===== src/rtl/parking_pkg.sv =====
// Shared types and sensor encodings for the parking lane controller.
package parking_pkg;

  typedef enum logic [2:0] {
    ST_IDLE,
    ST_ENT_A,
    ST_ENT_AB,
    ST_ENT_B,
    ST_EXT_B,
    ST_EXT_AB,
    ST_EXT_A,
    ST_RESYNC
  } lane_state_e;

  // Sensor pair encoding {A (outer), B (inner)}, 1 = beam blocked
  localparam logic [1:0] S_NONE = 2'b00;
  localparam logic [1:0] S_B    = 2'b01;
  localparam logic [1:0] S_A    = 2'b10;
  localparam logic [1:0] S_AB   = 2'b11;

endpackage


===== src/rtl/parking_lane_fsm.sv =====
// One lane: debounce filter on the raw sensor pair plus the entry/exit sequence FSM.
module parking_lane_fsm
  import parking_pkg::*;
#(
  parameter int unsigned FILT_CYC = 2
) (
  input  logic       clk,
  input  logic       rst,
  input  logic [1:0] raw,
  output logic       entrada,
  output logic       salida,
  output logic       seq_err
);

  localparam int unsigned HIST_W = (FILT_CYC > 1) ? FILT_CYC - 1 : 1;

  logic [1:0]  hist [HIST_W];
  logic [1:0]  filt;
  logic        stable_c;
  lane_state_e state;

  // Raw is accepted only once it matches every sample of the previous FILT_CYC-1 edges
  always_comb begin
    stable_c = 1'b1;
    for (int i = 0; i < int'(FILT_CYC) - 1; i++) begin
      if (hist[i] != raw) stable_c = 1'b0;
    end
  end

  always_ff @(posedge clk or posedge rst) begin
    if (rst) begin
      for (int i = 0; i < int'(HIST_W); i++) hist[i] <= S_NONE;
      filt <= S_NONE;
    end else begin
      if (stable_c) filt <= raw;
      hist[0] <= raw;
      for (int i = 1; i < int'(HIST_W); i++) hist[i] <= hist[i-1];
    end
  end

  // Sequence FSM; any two-bit jump in the filtered value is treated as a sequence error
  always_ff @(posedge clk or posedge rst) begin
    if (rst) begin
      state   <= ST_IDLE;
      entrada <= 1'b0;
      salida  <= 1'b0;
      seq_err <= 1'b0;
    end else begin
      entrada <= 1'b0;
      salida  <= 1'b0;
      seq_err <= 1'b0;
      unique case (state)
        ST_IDLE: begin
          case (filt)
            S_A:     state <= ST_ENT_A;
            S_B:     state <= ST_EXT_B;
            S_AB:    begin state <= ST_RESYNC; seq_err <= 1'b1; end
            default: ;
          endcase
        end
        ST_ENT_A: begin
          case (filt)
            S_AB:    state <= ST_ENT_AB;
            S_NONE:  state <= ST_IDLE;
            S_B:     begin state <= ST_RESYNC; seq_err <= 1'b1; end
            default: ;
          endcase
        end
        ST_ENT_AB: begin
          case (filt)
            S_B:     state <= ST_ENT_B;
            S_A:     state <= ST_ENT_A;
            S_NONE:  begin state <= ST_RESYNC; seq_err <= 1'b1; end
            default: ;
          endcase
        end
        ST_ENT_B: begin
          case (filt)
            S_NONE:  begin state <= ST_IDLE; entrada <= 1'b1; end
            S_AB:    state <= ST_ENT_AB;
            S_A:     begin state <= ST_RESYNC; seq_err <= 1'b1; end
            default: ;
          endcase
        end
        ST_EXT_B: begin
          case (filt)
            S_AB:    state <= ST_EXT_AB;
            S_NONE:  state <= ST_IDLE;
            S_A:     begin state <= ST_RESYNC; seq_err <= 1'b1; end
            default: ;
          endcase
        end
        ST_EXT_AB: begin
          case (filt)
            S_A:     state <= ST_EXT_A;
            S_B:     state <= ST_EXT_B;
            S_NONE:  begin state <= ST_RESYNC; seq_err <= 1'b1; end
            default: ;
          endcase
        end
        ST_EXT_A: begin
          case (filt)
            S_NONE:  begin state <= ST_IDLE; salida <= 1'b1; end
            S_AB:    state <= ST_EXT_AB;
            S_B:     begin state <= ST_RESYNC; seq_err <= 1'b1; end
            default: ;
          endcase
        end
        ST_RESYNC: begin
          if (filt == S_NONE) state <= ST_IDLE;
        end
        default: state <= ST_IDLE;
      endcase
    end
  end

endmodule


===== src/rtl/parking_lanes_ctrl.sv =====
// Multi-lane parking occupancy controller: per-lane sequence detectors feeding a clamped counter.
module parking_lanes_ctrl
  import parking_pkg::*;
#(
  parameter int unsigned N_LANES  = 2,
  parameter int unsigned CAPACITY = 16,
  parameter int unsigned FILT_CYC = 2,
  localparam int unsigned CNT_W   = $clog2(CAPACITY + 1)
) (
  input  logic                 clk,
  input  logic                 rst,
  input  logic [2*N_LANES-1:0] sensor,
  input  logic                 err_clr,
  output logic [N_LANES-1:0]   entrada,
  output logic [N_LANES-1:0]   salida,
  output logic [N_LANES-1:0]   seq_err,
  output logic [CNT_W-1:0]     count,
  output logic                 full,
  output logic                 empty,
  output logic                 ovf,
  output logic                 unf
);

  int               net_c;
  logic             ovf_c;
  logic             unf_c;
  logic [CNT_W-1:0] cnt_next_c;

  for (genvar g = 0; g < N_LANES; g++) begin : g_lane
    parking_lane_fsm #(
      .FILT_CYC (FILT_CYC)
    ) u_lane (
      .clk     (clk),
      .rst     (rst),
      .raw     (sensor[2*g+1:2*g]),
      .entrada (entrada[g]),
      .salida  (salida[g]),
      .seq_err (seq_err[g])
    );
  end

  // Net change from all lanes this cycle, clamped into [0, CAPACITY]
  always_comb begin
    net_c = int'(count);
    for (int i = 0; i < int'(N_LANES); i++) begin
      net_c = net_c + int'(entrada[i]) - int'(salida[i]);
    end
    ovf_c = (net_c > int'(CAPACITY));
    unf_c = (net_c < 0);
    if (ovf_c)      cnt_next_c = CNT_W'(CAPACITY);
    else if (unf_c) cnt_next_c = '0;
    else            cnt_next_c = CNT_W'(net_c);
  end

  // A clamp on the same edge as err_clr keeps its flag set
  always_ff @(posedge clk or posedge rst) begin
    if (rst) begin
      count <= '0;
      full  <= 1'b0;
      empty <= 1'b1;
      ovf   <= 1'b0;
      unf   <= 1'b0;
    end else begin
      count <= cnt_next_c;
      full  <= (cnt_next_c == CNT_W'(CAPACITY));
      empty <= (cnt_next_c == '0);
      ovf   <= ovf_c | (ovf & ~err_clr);
      unf   <= unf_c | (unf & ~err_clr);
    end
  end

endmodule


===== config.mk =====
export PLATFORM = sky130hd
export DESIGN_NAME = parking_lanes_ctrl
export DESIGN_NICKNAME = d
export VERILOG_FILES = /design/src/rtl/parking_pkg.sv /design/src/rtl/parking_lane_fsm.sv /design/src/rtl/parking_lanes_ctrl.sv
export SDC_FILE = /design/constraint.sdc
export NUM_CORES = 1
export LEC_CHECK = 0
export ABC_AREA = 1
export BUFFER_PORTS_ARGS = -buffer_cell sky130_fd_sc_hd__buf_2
export CORE_MARGIN = 10
export CORE_UTILIZATION = 40
export CTS_CLUSTER_DIAMETER = 150
export DETAILED_ROUTE_END_ITERATION = 16
export PLACE_DENSITY_LB_ADDON = 0.08
export SYNTH_ARGS = -nofsm -noshare
export SYNTH_HDL_FRONTEND = slang
export SYNTH_HIERARCHICAL = 1
export SYNTH_SLANG_ARGS = --single-unit

===== constraint.sdc =====
create_clock -name clk -period 4.75 [get_ports clk]
set_clock_uncertainty 0.05 [all_clocks]
set_input_delay 0 -clock clk [delete_from_list [all_inputs] [get_ports clk]]
set_output_delay 0 -clock clk [all_outputs]
set_load 0.02 [all_outputs]

Word-level counts from Yosys, hierarchy flattened
Cells that the tools add are included.
{ "word_totals": {"ff_bits": 29, "inputBits": 7, "word_cells": 114} }
{ "classes": {"addsub": 4, "magnitude_cmp": 2, "n_eq_ne": 39, "mux": 34, "bitwise": 5, "n_reduce_logical": 13} }
{ "ops": {"columns": ["operator", "n"], "rows": [
  ["$pmux W3 S3", 14],
  ["$ne A4 B1 Y1 const B", 14],
  ["$pmux W3 S8", 2],
  ["$eq A3 B3 Y1 const B", 8],
  ["$reduce_and A8 Y1", 2],
  ["$eq A3 B2 Y1 const B", 4],
  ["$mux W1", 12],
  ["$reduce_or A2 Y1", 6],
  ["$mux W5", 2],
  ["$gt A9 B6 Y1 const B", 1],
  ["$lt A9 B1 Y1 const B", 1],
  ["$sub A8 B2 Y9", 1],
  ["$add A7 B2 Y8", 1],
  ["$eq A2 B2 Y1 const B", 4],
  ["$pmux W1 S4", 2],
  ["$sub A6 B1 Y7", 1],
  ["$add A5 B1 Y6", 1],
  ["$eq A3 B1 Y1 const B", 2],
  ["$logic_not A3 Y1", 2],
  ["$mux W3", 2],
  ["$eq A5 B5 Y1 const B", 1],
  ["$logic_not A5 Y1", 1],
  ["$eq A2 B1 Y1 const B", 2],
  ["$logic_not A2 Y1", 2],
  ["5 further kinds", 9]
]} }

Depth between registers and ports, before layout
Gate-level depths: netlist of run 1.
{ "depth": {"depth_word": 8, "depth_mapped": 23, "ltp_nobuf": 23} }

Cells and area by module
The synthesis of run 1 kept the hierarchy.
{ "modules_own_cells": {"columns": ["mod", "n_inst", "cells_each", "area_each_um2", "seq_area_each_um2"], "rows": [
  ["parking_lanes_ctrl", 1, 135, 985.9, 226.5],
  ["parking_lane_fsm (g_lane[1].u_lane)", 1, 117, 835.8, 250.2],
  ["parking_lane_fsm (g_lane[0].u_lane)", 1, 102, 810.8, 250.2]
]} }

Worst setup path after synthesis of run 1
No wires, ideal clock.
{ "synth_path": {"kind": "reg2reg", "from": "register count[0]", "to": "register empty", "setup_time_ns": 0.064, "arrival_ns": 3.041, "required_time_ns": 4.636, "path_slack_ns": 1.595, "stages_incl_launch_ff": 21, "period_less_slack_ns": 3.155, "cell_sequence": "dfrtp_1 -> inv_1 -> ha_1 -> inv_1 -> ha_1 -> inv_1 -> fa_1 -> xnor2_1 -> inv_1 -> ha_1 -> a21oi_1 -> nand2_1 -> xor2_1 -> nand2_1 -> nand3_1 -> nand3_2 -> nor2_4 -> nand2_2 -> nand2_2 -> nand2_2 -> nor2_2"} }
{ "synth_via": {"elab_chain_cells": 8, "elab_cells_between_ends": 9} }
{ "synth_lines": {"columns": ["element", "line", "rtl"], "rows": [
  ["from (decl)", "parking_lanes_ctrl.sv:17", "output logic [CNT_W-1:0] count,"],
  ["from (signal assigned)", "parking_lanes_ctrl.sv:64", "count <= cnt_next_c;"],
  ["$add A5 B1 Y6 *", "parking_lanes_ctrl.sv:46", "net_c = net_c + int'(entrada[i]) - int'(salida[i]);"],
  ["$sub A6 B1 Y7 *", "parking_lanes_ctrl.sv:46", null],
  ["$add A7 B2 Y8 *", "parking_lanes_ctrl.sv:46", null],
  ["$sub A8 B2 Y9 *", "parking_lanes_ctrl.sv:46", null],
  ["$lt A9 B1 Y1", "parking_lanes_ctrl.sv:49", "unf_c = (net_c < 0);"],
  ["$mux W5", "parking_lanes_ctrl.sv:51", "else if (unf_c) cnt_next_c = '0;"],
  ["$mux W5 *", "parking_lanes_ctrl.sv:50", "if (ovf_c) cnt_next_c = CNT_W'(CAPACITY);"],
  ["via cnt_next_c[4]", "parking_lanes_ctrl.sv:27", "logic [CNT_W-1:0] cnt_next_c;"],
  ["$logic_not A5 Y1 *", "parking_lanes_ctrl.sv:66", "empty <= (cnt_next_c == '0);"],
  ["to (signal assigned)", "parking_lanes_ctrl.sv:66", null],
  ["to (decl)", "parking_lanes_ctrl.sv:19", "output logic empty,"]
]} }
Mark *: on every way through the listed nets, which the timed path passes. The rest lies on a longest branch.
A chain may end at the register's enable or synchronous reset.

Final worst setup path of run 1
{ "layout_path": {"from": "register g_lane[0].u_lane.salida", "to": "register empty"} }
{ "layout_via": {"elab_chain_cells": 7, "elab_cells_between_ends": 8} }
{ "layout_lines": {"columns": ["element", "line", "rtl"], "rows": [
  ["from (decl)", "parking_lane_fsm.sv:11", "output logic salida,"],
  ["from (signal assigned)", "parking_lane_fsm.sv:46", "salida <= 1'b0;"],
  ["from (signal assigned)", "parking_lane_fsm.sv:50", "salida <= 1'b0;"],
  ["from (signal assigned)", "parking_lane_fsm.sv:103", "S_NONE: begin state <= ST_IDLE; salida <= 1'b1; end"],
  ["$sub A6 B1 Y7 *", "parking_lanes_ctrl.sv:46", null],
  ["$add A7 B2 Y8 *", "parking_lanes_ctrl.sv:46", null],
  ["$sub A8 B2 Y9 *", "parking_lanes_ctrl.sv:46", null],
  ["$lt A9 B1 Y1", "parking_lanes_ctrl.sv:49", null],
  ["$mux W5", "parking_lanes_ctrl.sv:51", null],
  ["$mux W5 *", "parking_lanes_ctrl.sv:50", null],
  ["via cnt_next_c[4]", "parking_lanes_ctrl.sv:27", null],
  ["$logic_not A5 Y1 *", "parking_lanes_ctrl.sv:66", null]
]} }
Marked as above.

==> metrics.yaml, run 1 <==
sta:
  rsz0062_at_grt: "no"
  slew_headroom_pct: 60.2
  worst_slack_ns: 1.48
  finalHoldViolCount: 0
  period_minus_slack_ns: 3.27
  max_freq_ghz: 0.306
  setup_viol: 0
  min_period_over_period_pct: 68.8
  worst_pin_slew_ns: 0.597
  tns_ns: 0
  drv_slew: 0
route:
  drc: 0
  post_drt_wl_per_cell_um: 12.5
  drtPass1Iterations: 4
  drt_iter0_markers: 88
  finalWirelength_um: 5750
  postRouteAntennaNets: 0
  viasPerCell: 4.99
  vias: 2296
clock_tree:
  root_buffer: "clkbuf_8"
  htree_levels: 2
  cts_tree: "yes"
  clk_latency_ns: 0.27
  clk_pin_slew_worst_paths_ns: 0.06
  cts_buffers: 5
  cts_resized: 0
  cts_buffer_depth: 2
  clock_sinks: 29
synthesis:
  synth_xor_xnor_area_share_pct: 2.66
  synth.area.mux_share_pct: 0.856
  synth_cells: 354
  synth-simple-area-share_pct: 37.8
  yosys_register_bits: 29
  synth_top_family_by_area: "simple AND/OR/NAND/NOR gates"
  syn_area_mm2: 0.00263
  synth_fp_nets: 392
  synth_area_per_cell_um2: 7.44
  yosysSeqAreaShare_pct: 27.6
  yosysUniqueCellTypes: 33
  synth_fa_ha_area_share_pct: 15.3
  synth_warnings: 6
  synth_compound_area_share_pct: 5.42
global_routing:
  grt_overflow: 0
  grt_usage_pct: 12.1
  antenna_found_initial: 0
  grt_start_max_net_pins: 15
  grt_pass1_wl_um: 10300
  grt_pass1_vias: 2280
worst_setup_path:
  critPathLaunchType: "flop"
  worst_r2r_endpoint: "empty"
  r2r_slack_ns: 1.48
  critPathKind: "reg2reg"
  cp_max_fo: 5
  crit_slowest_cell: "fa_1"
  end_kind: "flop"
  crit_arrival_ns: 3.44
  r2r.worst_path.cells: 19
  cp_cell_sequence: "ha_1 -> inv_1 -> ha_1 -> inv_1 -> fa_1 -> xnor2_1 -> inv_1 -> ha_1 -> a21oi_1 -> nand2_1 -> xor2_1 -> nand2_1 -> nand3_1 -> nand3_2 -> nor2_4 -> nand2_2 -> nand2_2 -> nand2_2 -> nor2_2"
  r2r_start: "g_lane[0].u_lane/salida"
  cp.required_ns: 4.92
  slowest_delay_ns: 0.39
final_layout:
  area_growth_pct: 11.8
  nets: 420
  fillers: 671
  antennaDiodeCount: 0
  fin_area_mm2: 0.00294
  fin_util_pct: 46.1
  drive_gt1_share_pct: 18.0
placed_design:
  dp_slack_ns: 1.50
  dp_hpwl_um: 4600
  place_congestion: 0.866
  dpl-instance-area_mm2: 0.00277
  io_buffers: 21
floorplanning:
  dieArea_mm2: 0.0102
  core-area_mm2: 0.00639
  die_w_um: 101
  die_y_um: 101
  fp-row-count: 29
  io_pins: 22
  start_util_pct: 41.2
hold_path:
  hold_path.class: "in2async"
run:
  maxCapViolations: 0
status:
  status: "completed"
[repair_timing]
item,CTS,global route
setup endpoints to repair,0,0
hold buffers,6,0
hold endpoints to repair,39,0
setup buffers,0,0
[cell families after synthesis]
kind of cell | count (synthesis)
simple gates | 201
flops | 29
xor+xnor | 8
fa+ha+maj | 31
buf+inv | 59
compound gates | 24
mux | 2
[flip-flops by register name, summed over array words and instances (netlist names)]
signal                 cells
empty                      1
g_lane.u_lane/state        6
unf                        1
full                       1
ovf                        1
g_lane.u_lane/entrada      2
g_lane.u_lane/hist         4
g_lane.u_lane/filt         4
g_lane.u_lane/salida       2
g_lane.u_lane/seq_err      2
count                      5
[stage by stage]
stage | std cells | hold slack [ns]
floorplan | 354 | -0.223
global placement | 446 | -0.0251
detailed placement | 446 | -0.0270
CTS | 460 | 0.227
global route | 460 | 0.262
finish | 460 | 0.224
[cell usage after synthesis]
library cell | number | area share, %
a21oi_1 | 7 | 1.3
a21oi_2 | 1 | 0.33
buf_6 | 6 | 2.6
dfrtp_1 | 28 | 27
dfstp_2 | 1 | 1.0
fa_1 | 2 | 1.5
ha_1 | 29 | 14
inv_1 | 46 | 6.6
inv_2 | 5 | 0.71
inv_4 | 2 | 0.48
mux2_2 | 2 | 0.86
nand2_1 | 87 | 12
nand2_2 | 10 | 2.4
nand3_1 | 31 | 5.9
nand3_2 | 6 | 2.3
nand3_4 | 2 | 1.3
nand3b_1 | 2 | 0.57
nand4_1 | 16 | 3.8
nor2_1 | 32 | 4.6
nor2_2 | 5 | 1.2
nor2_4 | 3 | 1.3
nor2_8 | 1 | 0.76
nor3_1 | 4 | 0.76
nor3_2 | 1 | 0.38
o2111ai_1 | 2 | 0.67
o211ai_1 | 1 | 0.29
o21a_1 | 2 | 0.57
o21ai_0 | 8 | 1.5
o21ai_1 | 2 | 0.38
o21ai_2 | 1 | 0.33
or2_2 | 1 | 0.24
xnor2_1 | 5 | 1.7
xor2_1 | 3 | 1.0
[how the worst max path moves through the flow]
stage,from,endpoint,slack (ns),depth (start not counted)
finish,g_lane[0].u_lane/salida,empty,1.48,19
global placement,g_lane[0].u_lane/salida,empty,1.57,19
CTS,g_lane[0].u_lane/salida,empty,1.47,19
detailed placement,g_lane[0].u_lane/salida,empty,1.50,19
global route,g_lane[0].u_lane/salida,empty,1.14,19
floorplan,count[0],empty,1.59,20
[area by class of cell]
cell class              count  area, um^2  area share (%)
multi-input cells         266        1630            55.5
flip-flops and latches     29         727            24.7
inverters                  53         204            6.93
repair buffers             27         165            5.61
well taps                  77        96.3            3.27
clock buffers               7        86.3            2.93
clock inverters             1        30.0            1.02
[layout by cell type, fill, tap and decap left out, types with 2 or more instances in the layout]
cell            n
nand2_1        87
inv_1          46
nor2_1         32
nand3_1        31
ha_1           29
dfrtp_1        28
buf_2          21
nand4_1        16
nand2_2        10
o21ai_0         8
a21oi_1         7
nand3_2         6
clkbuf_8        6
dlygate4sd3_1   6
xnor2_1         5
inv_2           5
nor2_2          5
nor3_1          4
xor2_1          3
nor2_4          3
nand3b_1        2
o2111ai_1       2
o21ai_1         2
fa_1            2
inv_4           2
nand3_4         2
mux2_2          2
o21a_1          2
[worst max-delay path: cells and delay by family (launching register included)]
kind / cells / cell delay (ns)
adder cells (fa/ha/maj): 4 / 1.18
AND/OR/NAND/NOR: 9 / 0.84
XOR/XNOR: 2 / 0.39
flip-flops: 1 / 0.38
AO/OA/AOI/OAI: 1 / 0.21
buffers and inverters: 3 / 0.17
[layer usage]
metal	global-route usage, %	share of wire (%)
met1	14.4	45
met2	21.4	51
met3	2.81	3.2
met4	2.89	0.99
met5	0	0
Power of run 1 is not shown: default switching activity piles up to over one toggle a cycle in this logic, so the estimate is an artifact.
==> inputs of run 2 (changes only) <==
==> constraint.sdc (replaced) <==
create_clock -name clk -period 2.88 [get_ports clk]
set_clock_uncertainty 0.05 [all_clocks]
set_input_delay 0 -clock clk [delete_from_list [all_inputs] [get_ports clk]]
set_output_delay 0 -clock clk [all_outputs]
set_load 0.02 [all_outputs]
==> run 2 against run 1 <==
Net effect: the run now ends with setup timing left; cell count up 3.7%; fmax is 6.7% higher; die area is the same; first-iteration DRC count increased by 74%; non-clock buffer count up 17; register-to-register slack got worse by 1.7 ns; clock-buffer cell count down 1; wire length rose by 5.4%; worst hold slack got worse by 0.025 ns; via count up 4.9%; critical path depth is 3 higher; critical endpoint unchanged; largest cell class unchanged.
==> metrics.yaml, run 2 (synthesized netlist as in run 1, its figures left out) <==
status:
  status: "complete, but fails checks"
  violations: "setup timing"
global_routing:
  grt_usage_pct: 11.7
  grt_start_max_net_pins: 15
  grt_pass1_wl_um: 10100
  grt_overflow: 0
  grt_pass1_vias: 2246
  antenna_found_initial: 0
route:
  post_drt_wl_per_cell_um: 12.7
  drt_iter0_markers: 153
  finalWirelength_um: 6060
  drc: 0
  postRouteAntennaNets: 0
  viasPerCell: 5.05
  vias: 2408
  drtPass1Iterations: 4
clock_tree:
  cts_tree: "yes"
  clk_latency_ns: 0.28
  clk_pin_slew_worst_paths_ns: 0.06
  clock_sinks: 29
  root_buffer: "clkbuf_8"
  cts_buffer_depth: 2
  cts_buffers: 5
  htree_levels: 2
final_layout:
  largest_reg_flops: 6
  nets: 437
  fin_area_mm2: 0.00319
  drive_gt1_share_pct: 28.0
  top_register: "g_lane.u_lane/state"
  most-common-layout-cells: "nand2_1, inv_1, nor2_1"
  final_common_cell: "nand2_1"
  reg.largest.list: "g_lane.u_lane/state (6), count (5)"
  antennaDiodeCount: 0
  area_growth_pct: 21.0
sta:
  finalHoldViolCount: 0
  drv_slew: 0
  hold_slack_ns: 0.200
  rsz0062_at_grt: "yes"
  worst_slack_ns: -0.183
  setup_viol: 8
  min_period_over_period_pct: 106
  max_freq_ghz: 0.326
  worst_pin_slew_ns: 0.621
  slew_headroom_pct: 58.6
  period_minus_slack_ns: 3.06
worst_setup_path:
  end_kind: "flop"
  r2r_slack_ns: -0.18
  r2r_start: "count[0]"
  worst_r2r_endpoint: "empty"
  critPathLaunchType: "flop"
  cp_max_fo: 5
  crit_arrival_ns: 3.23
  critPathLaunch: "count[0]"
  critPathKind: "reg2reg"
  r2r.worst_path.cells: 22
  cp.required_ns: 3.05
placed_design:
  dpl-instance-area_mm2: 0.00293
  io_buffers: 21
  place_congestion: 0.904
  dp_hpwl_um: 4830
floorplanning:
  start_util_pct: 41.2
  die_y_um: 101
  die_w_um: 101
  fp-row-count: 29
  io_pins: 22
  dieArea_mm2: 0.0102
  core-area_mm2: 0.00639
run:
  maxCapViolations: 0
hold_path:
  hold_path.class: "in2async"
run 2: cell types whose count changed in the layout (fill, tap and decap cells not counted), moves of 3 or more:
cell and change:
nand2_1 -3, a21oi_2 +3, a21oi_1 -3, nand3_1 -5, inv_1 -4, buf_4 +17, nand3_2 +4, inv_2 +4
ha_1 -5, ha_4 +5
run 2: area by class of cell:
cell class	count	area [um^2]
clock inverter	2	10.0
tap	77	96.3
multi-input combinational	266	1780
inverter	53	204
sequential	29	729
clock buffer	6	72.6
timing repair buffer	44	293
fill	635	3200
run 2: metrics by stage:
step / utilization, % / cells / TNS [ns] / setup WS (ns)
2_1_floorplan: - / 354 / -0.213 / -0.0600
3_3_place_gp: 45.9 / 460 / -0.880 / -0.147
3_5_place_dp: 45.9 / 460 / -1.27 / -0.215
4_1_cts: 49.1 / 475 / -0.821 / -0.156
5_1_grt: 49.9 / 477 / -2.58 / -0.357
6_report: 49.9 / 477 / -1.03 / -0.183
run 2: how the worst max path moves through the flow:
stage	end	slack (ns)	cells past startpoint
2_1_floorplan	empty	-0.06	22
3_3_place_gp	empty	-0.15	18
3_5_place_dp	empty	-0.22	20
4_1_cts	empty	-0.16	22
5_1_grt	empty	-0.36	22
6_report	empty	-0.18	22
run 2: per-layer routing:
metal	global-route usage, %	wire [um]	vias up
met5	0	0	-
met4	3.54	95	0
met3	3.64	356	8
met2	19.8	3030	64
met1	13.9	2570	1106
li1	-	-	1230
run 2: critical path: stages, from the launching register on:
cell      delay, ns
dfrtp_2        0.41
inv_2          0.07
ha_4           0.19
inv_2          0.06
ha_4           0.13
inv_2          0.04
fa_2           0.37
nand3b_1       0.23
nand3_2        0.12
nand2_2        0.07
ha_4           0.30
nand2_2        0.05
inv_1          0.05
nand4_1        0.07
o211ai_1       0.12
nand2_1        0.11
nand3_2        0.07
nand3_2        0.08
nor2_4         0.13
nand2_4        0.09
nand2_4        0.09
nand2_2        0.06
nor2_2         0.07
run 2: what timing repair did:
item                       in CTS  in global routing
resized for setup               8                  9
setup endpoints to repair       9                  9
hold endpoints to repair       39                  0
setup buffers                   1                  2
pin swaps                       7                 10
hold buffers                    6                  0
Power of run 2 is left out for the same reason.
